$ cat src/rtl/am74ls259s.sv
// ============================================================================
// Module     : am74ls259s
// Description: Clocked 8-bit addressable latch / 1-of-8 demux with a serial
//              LSB-first deserializer. Optional tri-state outputs on q/pq are
//              enabled by defining AM74LS259S_TRISTATE_EN.
// Revision   : 1.0 - initial release
// ============================================================================
`default_nettype none

module am74ls259s (
  input  logic       clk,
  input  logic       clr_,
  input  logic       d,
  input  logic       a,
  input  logic       b,
  input  logic       c,
  input  logic       g_,
  input  logic [1:0] md,
`ifdef AM74LS259S_TRISTATE_EN
  input  logic       oe_,
`endif
  output logic [7:0] q,
  output logic [7:0] pq,
  output logic       rdy,
  output logic [2:0] cnt
);

  localparam logic [1:0] c_MD_HOLD  = 2'b00;
  localparam logic [1:0] c_MD_LATCH = 2'b01;
  localparam logic [1:0] c_MD_DEMUX = 2'b10;
  localparam logic [1:0] c_MD_SER   = 2'b11;

  logic [7:0] r_q;
  logic [7:0] r_pq;
  logic       r_rdy;
  logic [2:0] r_cnt;

  logic [2:0] w_addr;
  logic [7:0] w_demux;

  assign w_addr = {c, b, a};

  always_comb begin
    w_demux         = 8'h00;
    w_demux[w_addr] = d;
  end

  // Every enabled non-serial cycle resynchronises the bit counter; g_=1
  // freezes everything so a serial bubble keeps its position.
  always_ff @(posedge clk or negedge clr_) begin
    if (!clr_) begin
      r_q   <= 8'h00;
      r_pq  <= 8'h00;
      r_rdy <= 1'b0;
      r_cnt <= 3'd0;
    end else begin
      r_rdy <= 1'b0;
      if (!g_) begin
        case (md)
          c_MD_HOLD: begin
            r_cnt <= 3'd0;
          end
          c_MD_LATCH: begin
            r_q[w_addr] <= d;
            r_cnt       <= 3'd0;
          end
          c_MD_DEMUX: begin
            r_q   <= w_demux;
            r_cnt <= 3'd0;
          end
          c_MD_SER: begin
            r_q[r_cnt] <= d;
            r_cnt      <= r_cnt + 3'd1;
            if (r_cnt == 3'd7) begin
              r_pq  <= {d, r_q[6:0]};
              r_rdy <= 1'b1;
            end
          end
          default: begin
            r_cnt <= 3'd0;
          end
        endcase
      end
    end
  end

`ifdef AM74LS259S_TRISTATE_EN
  assign q  = oe_ ? 8'bz : r_q;
  assign pq = oe_ ? 8'bz : r_pq;
`else
  assign q  = r_q;
  assign pq = r_pq;
`endif
  assign rdy = r_rdy;
  assign cnt = r_cnt;

endmodule

`default_nettype wire

$ cat config.mk
export PLATFORM = sky130hd
export DESIGN_NAME = am74ls259s
export DESIGN_NICKNAME = d
export VERILOG_FILES = /design/src/rtl/am74ls259s.sv
export SDC_FILE = /design/constraint.sdc
export NUM_CORES = 1
export LEC_CHECK = 0
export CAP_MARGIN = 20
export CORE_ASPECT_RATIO = 1.1
export CORE_MARGIN = 3
export CORE_UTILIZATION = 49
export DETAILED_ROUTE_END_ITERATION = 16
export PLACE_DENSITY_LB_ADDON = 0.15
export SLEW_MARGIN = 20
export SYNTH_ARGS = -nofsm -noshare
export SYNTH_HDL_FRONTEND = slang
export SYNTH_SLANG_ARGS = --single-unit
$ cat constraint.sdc
create_clock -name clk -period 1.97 [get_ports clk]
set_clock_uncertainty 0.1 [all_clocks]
set_input_delay 0.197 -clock clk [delete_from_list [all_inputs] [get_ports clk]]
set_output_delay 0.197 -clock clk [all_outputs]
set_load 0.02 [all_outputs]
==> metrics.md <==
| Metric | Value |
|---|---|
| Met1 usage | 27.27% |
| Row cnt | 18 |
| R2R cell count | 4 |
| Full die area | 3165 sq um |
| First-pass GRT wire length | 5002 um |
| Setup crit end kind | output port |
| Worst path max stage delay | 0.68 ns |
| Reg2reg setup slack | 0.27 ns |
| CP Launch Point | cnt[2]$_DFFE_PN0N_ |
| Synthesis warning total | 0 |
| H-tree depth | 1 |
| Post-synth cell types | 35 |
| Routed len/inst | 16.20 um |
| Crit path cell chain | clkdlybuf4s50_1 |
| Final setup viols | 0 |
| Final TNS setup | 0 ns |
| Final Hold Viols | 0 |
| Worst-Margin Slew | 0.4196 ns |
| CP Data Arrival Time | 1.56 ns |
| TritonCTS Buffers | 3 |
| Pwr/cell area | 621.4 nW/um^2 |
| Clock Latency Late Sink | 0.31 ns |
| Detail Route Antenna Nets | 0 |
| Core footprint | 2320 sq um |
| Nets | 171 |
| Status | complete, no violations |
| Pre-antenna DRT Iters | 4 |
| Leakage power | 0.7115 nW |
| Post_cts resized | 0 |
| DIE HEIGHT | 58.71 um |
| Internal Pwr Total | 0.7310 mW |
| Met2 GRT Util | 33.39% |
| Clock root cell | clkbuf_4 |
| Crit-path leading delay family | buffers and inverters |
| Drt total wl | 3061 um |
| Synth Register Bits | 20 |
| Area growth from synthesis to layout | 29.73% |
| Critical Path Start Type | flip-flop |
| GRT overflow | 0 |
| Clk pwr share | 34.1% |
| Hold buffer count at CTS | 0 |
| Iter 0 DRT Violations | 68 |
| Longest Clk Path Bufs | 2 |
| Top cell type by total area after synthesis | dfrtp_1 |
| Most frequent cells in the layout | 28 x clkdlybuf4s50_1, 20 x dfrtp_1, 18 x a21oi_1 |
| Ports | 29 |
| Switching share of power | 26.73% |
| Post-DP HPWL | 2160 um |
| Fmax | 539.6 MHz |
| RSZ-0062 raised after global routing | false |
| Origin of the critical flop-to-flop path | cnt[1]$_DFFE_PN0N_ |
| Syn_nets | 137 |
| Mapped Cells | 126 |
| Global-route met3 utilization | 3.797% |
| Vias per std cell | 6.132 |
| Sink Count | 20 |
| Top-area cell type share of the netlist area | 40.44% |
| Vias in the first global route | 1123 |
| Count of final max-slew check failures | 0 |
| Avg Synthesized Cell Area | 9.821 sq um |
| Max-cap viol count | 0 |
| Worst r2r dst | pq[2]$_DFFE_PN0P_ |
| Gr usage total | 21.44% |
| Flop pwr share | 44.6% |
| DR vias | 1159 |
| Power, Total | 0.9976 mW |
| Crit path max fanout | 10 |
| ANT cells | 0 |
| Starting Density | 53.34% |
| Gpl congestion | 1.032 |
| Logic gate share of total power | 21.3% |
| Synth Cell Area | 1237 sq um |
| TritonCTS clock tree | done |
| Post-CTS setup buffers | 0 |
| Worst path slowest cell | clkdlybuf4s50_1 |
| Sw Pwr | 0.2666 mW |
| Tightest Hold Check Type | input pin to asynchronous set/reset pin |
| Chip Width | 53.92 um |
| Crit Path Category | flip-flop to output port |
| WP buf/inv | 1 |
| Critical Path RT | 1.67 ns |
| VDD IR max | 707.5 uV |
| Final period utilization | 94.07% |
| Crit path depth | 1 |
| Top Usage Layer GRT | met2 |
| Layout cell share with drive strength beyond 1 | 17.61% |
| Final core occ | 69.20% |
| Register area share after synthesis | 40.44% |
| Min Tclk post-route | 1.853 ns |
| Commonest non-fill, non-tap cell in the layout | clkdlybuf4s50_1 |
| Clk slew on worst S/H paths | 0.12 ns |
| DRC Markers | 0 |
| Slew headroom | 71.94% |
| Initial antenna violation count | 0 |
| Port Buf Inserts | 28 |
| Largest net degree at the start of global routing | 21 |
| Synth top area cells | dfrtp_1 40%, mux2_2 8.2%, a21oi_1 7.3%, buf_6 4.6%, o32a_1 3.2% |
[worst reg2reg max path, delay by kind of cell, from the launching register on]
kind	cells	cell delay [ns]
AND/OR/NAND/NOR	1	0.19
flip-flops	1	0.51
adder cells (fa/ha/maj)	2	0.43
multiplexers	1	0.37
[power by group through the flow]
| stage | Combinational (mW) | Clock (mW) | Sequential [mW] |
|---|---|---|---|
| 5_1_grt | 0.230 | 0.358 | 0.447 |
| 2_1_floorplan | 0.0949 | 0 | 0.475 |
| 3_5_place_dp | 0.208 | 0 | 0.452 |
| 6_report | 0.213 | 0.341 | 0.445 |
| 4_1_cts | 0.211 | 0.345 | 0.445 |
| 3_3_place_gp | 0.206 | 0 | 0.452 |
[synth_stat cells]
| master | n |
|---|---|
| buf_6 | 5 |
| o21ai_0 | 2 |
| nand2_2 | 1 |
| nor4b_1 | 1 |
| nor4bb_1 | 1 |
| and4bb_2 | 2 |
| nand2_1 | 10 |
| and2_1 | 2 |
| nand4b_1 | 3 |
| o32a_2 | 1 |
| dfrtp_1 | 20 |
| nand3b_1 | 1 |
| o31ai_1 | 1 |
| clkbuf_1 | 1 |
| nor4_2 | 1 |
| or2b_1 | 1 |
| o21bai_1 | 4 |
| o21ba_1 | 1 |
| ha_1 | 2 |
| nand2b_1 | 1 |
| o32ai_1 | 2 |
| buf_2 | 2 |
| nor2b_1 | 5 |
| nor3_1 | 1 |
| nor2_2 | 1 |
| a21o_1 | 1 |
| nand4_1 | 2 |
| mux2_2 | 9 |
| inv_1 | 3 |
| a21oi_1 | 18 |
| and2b_1 | 1 |
| o32a_1 | 4 |
| nor2_1 | 10 |
| a32oi_1 | 3 |
| a31oi_1 | 3 |
[metrics by stage]
step | setup slack (ns) | cell area (sq um) | hold slack, ns | cells
after floorplan | 0.3417 | 1237 | -0.1986 | 126
after global placement | 0.09439 | 1553 | 0.3872 | 185
after detailed placement | 0.04717 | 1553 | 0.3949 | 185
after CTS | 0.1301 | 1605 | 0.1169 | 189
after global routing | 0.08360 | 1605 | 0.1261 | 189
final | 0.1169 | 1605 | 0.1080 | 189
[layer usage]
metal | vias to the layer above | wire length, um
li1 | 541 | -
met1 | 545 | 1306
met2 | 56 | 1438
met3 | 17 | 172
met4 | 0 | 144
met5 | - | 0
[layout make-up]
cell class                      instances  area, sq um
Inverter                                3        11.26
Sequential cell                        20        500.5
Multi-Input combinational cell         95        655.6
Timing Repair Buffer                   37        347.8
Fill cell                             185        714.4
Tap cell                               30        37.54
Clock inverter                          1        30.03
Clock buffer                            3        22.52
[cells by family (layout without fill, tap and decap cells)]
group | Yosys count | after routing | synth area share (%)
and+or+nand+nor | 44 | 44 | 21.03
AOI/OAI and AO/OA | 40 | 40 | 21.74
DFF | 20 | 20 | 40.44
buffers and inverters | 11 | 44 | 6.572
muxes | 9 | 9 | 8.190
adders and majority gates | 2 | 2 | 2.022
[worst max-delay path by stage]
stage	endpoint	slack [ns]
6_report	cnt[2]	0.12
4_1_cts	cnt[2]	0.13
3_3_place_gp	pq[3]$_DFFE_PN0P_	0.09
3_5_place_dp	flip-flop	0.05
5_1_grt	cnt[2]	0.08
2_1_floorplan	pq[0]$_DFFE_PN0P_	0.34
Note: power is estimated with default switching activity, not from simulation.
